===== config.mk =====
export PLATFORM = sky130hd
export DESIGN_NAME = fb_write_arb
export DESIGN_NICKNAME = d
export VERILOG_FILES = /design/src/rtl/fb_pkg.sv /design/src/rtl/fb_rr_pick.sv /design/src/rtl/fb_write_arb.sv
export SDC_FILE = /design/constraint.sdc
export NUM_CORES = 1
export LEC_CHECK = 0
export ABC_CLOCK_PERIOD_IN_PS = 5500
export CORE_MARGIN = 4
export CORE_UTILIZATION = 40
export CTS_CLUSTER_SIZE = 24
export DETAILED_ROUTE_END_ITERATION = 16
export GPL_ROUTABILITY_DRIVEN = 0
export PLACE_DENSITY = 0.8
export SYNTH_ARGS = -nofsm -noshare
export SYNTH_HDL_FRONTEND = slang
export SYNTH_SLANG_ARGS = --single-unit

===== constraint.sdc =====
create_clock -name pixclk -period 5.5 [get_ports pixclk]
set_input_delay 0.825 -clock pixclk [delete_from_list [all_inputs] [get_ports pixclk]]
set_output_delay 0.825 -clock pixclk [all_outputs]
set_load 0.1 [all_outputs]

===== src/rtl/fb_pkg.sv =====
// Shared definitions for the framebuffer write arbiter: default geometry,
// arbiter state encoding and a counter-width helper.
// Latency: n/a (declarations only). Backpressure: n/a.
package fb_pkg;

   // Pixel address is row[8:5], col[4:0]; the framebuffer adds one MSB
   // to select between the front and back halves.
   localparam int FB_ADDR_W    = 9;
   localparam int FB_DATA_W    = 24;
   localparam int FB_BURST_MAX = 32;

   typedef enum logic [1:0] {
      ST_IDLE = 2'd0,
      ST_GNT0 = 2'd1,
      ST_GNT1 = 2'd2
   } arb_state_t;

   // Width of a counter that must hold 0 .. n-1 (at least one bit).
   function automatic int cnt_width(input int n);
      return (n <= 2) ? 1 : $clog2(n);
   endfunction

endpackage


===== src/rtl/fb_rr_pick.sv =====
// Next-grant decision for the two-port framebuffer write arbiter.
// Latency: combinational. Backpressure: block forces IDLE so no new grant is issued.
//
// Ports:
//   req0/req1   - write requests from the two ports
//   ptr         - preferred port on a tie (0 = port 0, 1 = port 1)
//   block       - a buffer swap is waiting; release and hold off grants
//   burst_done  - the current owner's last beat of its burst window is accepted now
//   state       - current arbiter state
//   next_state  - arbiter state for the next cycle
module fb_rr_pick import fb_pkg::*; (
   input  logic       req0,
   input  logic       req1,
   input  logic       ptr,
   input  logic       block,
   input  logic       burst_done,
   input  arb_state_t state,
   output arb_state_t next_state
);

   always_comb begin
      next_state = ST_IDLE;
      case (state)
         ST_IDLE: begin
            if (block)
               next_state = ST_IDLE;
            else if (req0 && req1)
               next_state = ptr ? ST_GNT1 : ST_GNT0;
            else if (req0)
               next_state = ST_GNT0;
            else if (req1)
               next_state = ST_GNT1;
            else
               next_state = ST_IDLE;
         end
         ST_GNT0: begin
            // A pending swap wins over everything: drain the write path so
            // the swap can land on a quiet vsync.
            if (block || !req0)
               next_state = ST_IDLE;
            else if (burst_done && req1)
               next_state = ST_GNT1;
            else
               next_state = ST_GNT0;
         end
         ST_GNT1: begin
            if (block || !req1)
               next_state = ST_IDLE;
            else if (burst_done && req0)
               next_state = ST_GNT0;
            else
               next_state = ST_GNT1;
         end
         default: next_state = ST_IDLE;
      endcase
   end

endmodule


===== src/rtl/fb_write_arb.sv =====
// Two-port framebuffer write arbiter with double-buffer swap on vsync.
// Latency: grant 1 cycle after request; accepted beat reaches fb_* 1 cycle later.
// Backpressure: a port only writes while its grant is high; a pending swap withholds grants.
//
// Ports:
//   pixclk, reset          - clock, synchronous active-high reset
//   req0/1, addr0/1, rgb0/1 - write beats from the two requesters
//   grant0/1               - registered grants; beat accepted when reqN & grantN
//   swap_req, vsync        - back buffer complete / scanout frame boundary pulses
//   fb_we, fb_addr, fb_rgb - framebuffer write port, fb_addr MSB selects the back half
//   display, swap_pending, swap_ack - shown half, swap waiting, swap-done pulse
module fb_write_arb import fb_pkg::*; #(
   parameter int ADDR_W    = FB_ADDR_W,
   parameter int DATA_W    = FB_DATA_W,
   parameter int BURST_MAX = FB_BURST_MAX
) (
   input  logic              pixclk,
   input  logic              reset,
   input  logic              req0,
   input  logic [ADDR_W-1:0] addr0,
   input  logic [DATA_W-1:0] rgb0,
   input  logic              req1,
   input  logic [ADDR_W-1:0] addr1,
   input  logic [DATA_W-1:0] rgb1,
   output logic              grant0,
   output logic              grant1,
   input  logic              swap_req,
   input  logic              vsync,
   output logic              fb_we,
   output logic [ADDR_W:0]   fb_addr,
   output logic [DATA_W-1:0] fb_rgb,
   output logic              display,
   output logic              swap_pending,
   output logic              swap_ack
);

   localparam int              CNT_W     = cnt_width(BURST_MAX);
   localparam logic [CNT_W-1:0] LAST_BEAT = CNT_W'(BURST_MAX - 1);

   typedef struct packed {
      logic [ADDR_W:0]   addr;
      logic [DATA_W-1:0] rgb;
   } wr_beat_t;

   arb_state_t       state;
   arb_state_t       next_state;
   logic             ptr;
   logic [CNT_W-1:0] beat_cnt;
   logic             acc0;
   logic             acc1;
   logic             acc_any;
   logic             burst_done;
   wr_beat_t         sel_beat;

   assign acc0       = grant0 & req0;
   assign acc1       = grant1 & req1;
   assign acc_any    = acc0 | acc1;
   assign burst_done = acc_any && (beat_cnt == LAST_BEAT);

   fb_rr_pick u_pick (
      .req0       (req0),
      .req1       (req1),
      .ptr        (ptr),
      .block      (swap_pending),
      .burst_done (burst_done),
      .state      (state),
      .next_state (next_state)
   );

   // Arbiter state, registered grants, round-robin pointer and burst counter.
   always_ff @(posedge pixclk) begin
      if (reset) begin
         state    <= ST_IDLE;
         grant0   <= 1'b0;
         grant1   <= 1'b0;
         ptr      <= 1'b0;
         beat_cnt <= '0;
      end else begin
         state  <= next_state;
         grant0 <= (next_state == ST_GNT0);
         grant1 <= (next_state == ST_GNT1);

         // Pointer always names the port that was not granted most recently.
         if (next_state == ST_GNT0)
            ptr <= 1'b1;
         else if (next_state == ST_GNT1)
            ptr <= 1'b0;

         // Counter restarts on every ownership change; when the owner keeps
         // the bus past a full window (other port quiet) it wraps to start a
         // fresh window so the other port is not starved later.
         if (next_state != state)
            beat_cnt <= '0;
         else if (acc_any)
            beat_cnt <= burst_done ? '0 : beat_cnt + 1'b1;
      end
   end

   // Beat mux: grants are exclusive, so at most one of acc0/acc1 is set.
   // The MSB targets the half that is not being displayed.
   always_comb begin
      sel_beat.addr = {~display, addr0};
      sel_beat.rgb  = rgb0;
      if (acc1) begin
         sel_beat.addr = {~display, addr1};
         sel_beat.rgb  = rgb1;
      end
   end

   // Framebuffer write port, one cycle behind acceptance. Address/data hold
   // their last value while fb_we is low.
   always_ff @(posedge pixclk) begin
      if (reset) begin
         fb_we   <= 1'b0;
         fb_addr <= '0;
         fb_rgb  <= '0;
      end else begin
         fb_we <= acc_any;
         if (acc_any) begin
            fb_addr <= sel_beat.addr;
            fb_rgb  <= sel_beat.rgb;
         end
      end
   end

   // Swap control. The swap only lands on a vsync with no write in flight
   // on the framebuffer port; otherwise it waits for a later vsync. A
   // swap_req that arrives with vsync while nothing is pending only arms it.
   always_ff @(posedge pixclk) begin
      if (reset) begin
         display      <= 1'b0;
         swap_pending <= 1'b0;
         swap_ack     <= 1'b0;
      end else begin
         swap_ack <= 1'b0;
         if (vsync && swap_pending && !fb_we) begin
            display      <= ~display;
            swap_pending <= 1'b0;
            swap_ack     <= 1'b1;
         end else if (swap_req && !swap_pending) begin
            swap_pending <= 1'b1;
         end
      end
   end

   grants_exclusive: assert property (@(posedge pixclk) disable iff (reset) !(grant0 && grant1));

endmodule


==> flow_metrics.tcl <==
set metrics [dict create \
    grt_pass1_vias 2292 \
    slew_viol_final 0 \
    dp_slack_ps 1995 \
    syn_to_final_growth_pct 53.92 \
    finalSetupTns_ps 0 \
    placed_cells_incl_taps 430 \
    grt_pass1_wl_mm 10.23 \
    clockBufferDepth 2 \
    port-buffer-count 111 \
    remaining_drc_errors 0 \
    internal_power_uw 611.6 \
    holdCritPathClass "reg2reg" \
    ir_worst_vdd_v 0.0001809 \
    hold_slack_ps 501.2 \
    grt_setup_unrepaired "false" \
    cp-start-kind "input port" \
    rows 26 \
    syn-mean-instance-area_um2 8.246 \
    placed_area_um2 3332 \
    htreeDepth 2 \
    stdcell_count 438 \
    postSynthCellCount 271 \
    status "finished clean" \
    synth_area_um2 2235 \
    hpwlAfterDp_mm 4.443 \
    num_vias 2365 \
    p_sw_share_pct 36.14 \
    grt_max_degree 70 \
    relSlewSlack_pct 19.92 \
    pwr-share-clk_pct 26.2 \
    start_util_pct 42.40 \
    die_h_um 82.75 \
    grt_overflow_total 0 \
    hold_viol 0 \
    seq_power_share_pct 40.1 \
    numCtsBuffers 5 \
    yosys_warnings 0 \
    p_per_area_nw_per_um2 278.4 \
    ctsResizeCount 0 \
    period_minus_slack_ps 3214 \
    die_area_um2 6847 \
    drtIter0Drc 107 \
    routed_via_density 5.400 \
    synth.ff_latch_count 48 \
    period_share_pct 58.44 \
    ys_seq_area_share_pct 43.00 \
    p_comb_share_pct 33.7 \
    arrival_ps 3390 \
    clk_latency_ps 290 \
    crit_type "in2reg" \
    cts_root_buffer "clkbuf_8" \
    required_ps 5670 \
    grtUsageTotal_pct 18.90 \
    layout.nets 443 \
    path_clk_slew_ps 90 \
    max_freq_mhz 311.1 \
    cp-end-kind "flip-flop" \
    finalWorstSetupSlack_ps 2286 \
    maxCapViolCount 0 \
    worst-path-max-fanout 69 \
    design_area_um2 3440 \
    setup_violations 0 \
    num_antenna_cells 0 \
    ys_types 36 \
    fin_skew_ps 6.508 \
    post_cts_buffers 0 \
    worst_pin_slew_ps 1201 \
    first_pass_iters 4 \
    wirelength_mm 6.388 \
    cts_hold_buffers 0 \
    io_pins 112 \
    antenna_left 0 \
    clock-sinks 48 \
    grt_antenna_before_repair 0 \
    p_leak_nw 1.251 \
    layout-drive-gt1-share_pct 4.620 \
    post_drt_wl_per_cell_um 14.58 \
    die-width_um 82.75 \
    synth_nets 347 \
    power_switching_uw 346.2 \
    cts_tree "yes" \
    coreArea_um2 5270 \
]
flip-flops by register name (all words and copies together), names as in the netlist, 2 cells and up:
| signal | flops |
|---|---|
| beat_cnt | 5 |
| state | 2 |
| fb_rgb | 24 |
| fb_addr | 10 |
final timing paths:
| path | slack (ps) | to | startpoint | cells past startpoint |
|---|---|---|---|---|
| max reg2reg | 3000 | ptr$_SDFFE_PP0P_ | beat_cnt[0]$_SDFFE_PP0N_ | 10 |
| min | 500 | fb_rgb[2]$_SDFFE_PP0N_ | fb_rgb[2]$_SDFFE_PP0N_ | 2 |
| max | 2290 | beat_cnt[2]$_SDFFE_PP0N_ | req1 | 5 |
| min reg2reg | 500 | fb_rgb[2]$_SDFFE_PP0N_ | fb_rgb[2]$_SDFFE_PP0N_ | 2 |
power by group through the flow:
stage	Clock, mW	Combinational [mW]	Sequential (mW)
floorplan	0	0.0739	0.536
global route	0.269	0.341	0.387
detailed placement	0	0.323	0.393
global placement	0	0.321	0.391
finish	0.251	0.323	0.384
CTS	0.257	0.324	0.384
layer usage:
metal	track usage [%]	routed length, um	vias to the layer above
li1	-	-	1171
met1	22.92	2769	1091
met2	32.77	2982	93
met3	4.555	559	10
met4	6.046	77	0
met5	0	0	-
synthesized netlist by cell type:
library cell	n	area share, %
inv_1	3	0.50
dfxtp_1	48	43
o22a_1	1	0.39
mux2i_1	2	0.90
buf_2	12	2.7
nor2b_1	5	1.4
a31o_2	1	0.39
nand2b_1	1	0.28
a211oi_2	1	0.56
o21ai_0	5	1.1
ha_1	4	2.2
or4_1	1	0.34
nand3_1	35	7.8
buf_6	2	1.0
nor3_2	1	0.45
or3b_2	1	0.39
a22oi_4	1	0.95
a21oi_1	5	1.1
and4bb_2	1	0.56
o211ai_1	2	0.67
nor2_1	43	7.2
nor4bb_1	1	0.45
nand3b_1	1	0.34
nor4b_1	2	0.78
xor2_1	1	0.39
clkbuf_1	10	1.7
clkbuf_2	1	0.22
nand2_1	36	6.0
nor3b_1	1	0.34
a211oi_1	1	0.34
a311oi_1	33	13
nand4b_1	1	0.39
a22o_1	1	0.39
and3_1	1	0.28
nor3_1	5	1.1
a31oi_1	1	0.28
cells by family after synthesis:
| logic type | share of synthesized area, % |
|---|---|
| AOI/OAI and AO/OA | 19.15 |
| buffers and inverters | 6.103 |
| and+or+nand+nor | 28.22 |
| muxes | 0.8959 |
| DFF | 43.00 |
| xor gates and xnor gates | 0.3920 |
| adders and majority gates | 2.240 |
layout by cell type (no fill, tap or decap), drive strengths merged, types with 3 or more instances in the layout:
cell,synthesis,layout
clkdlybuf4s50,0,111
nor2,43,43
nor3,6,6
nor2b,5,5
nand2,36,36
a311oi,33,33
o21ai,5,5
ha,4,4
nand3,35,35
buf,14,3
a21oi,5,5
dfxtp,48,48
inv,3,3
clkbuf,11,6
critical path: stages:
cell             delay [ps]
clkdlybuf4s50_1         980
a22o_2                 1080
o21ai_0                 230
a21oi_1                 200
nor3_1                   50
area by class of cell:
class	count	area, um2
Fill cell	474	1831
Multi-Input combinational cell	195	1139
Timing Repair Buffer	114	1134
Sequential cell	48	960.9
Tap cell	70	87.58
Clock buffer	6	72.57
Clock inverter	2	35.03
Inverter	3	11.26
metrics by stage:
stage	total power, mW	utilization [%]
finish	0.9577	65.27
global route	0.9975	65.27
CTS	0.9654	65.27
detailed placement	0.7154	63.22
global placement	0.7120	63.22
floorplan	0.6103	-
Power figures use the tool's default switching activity.
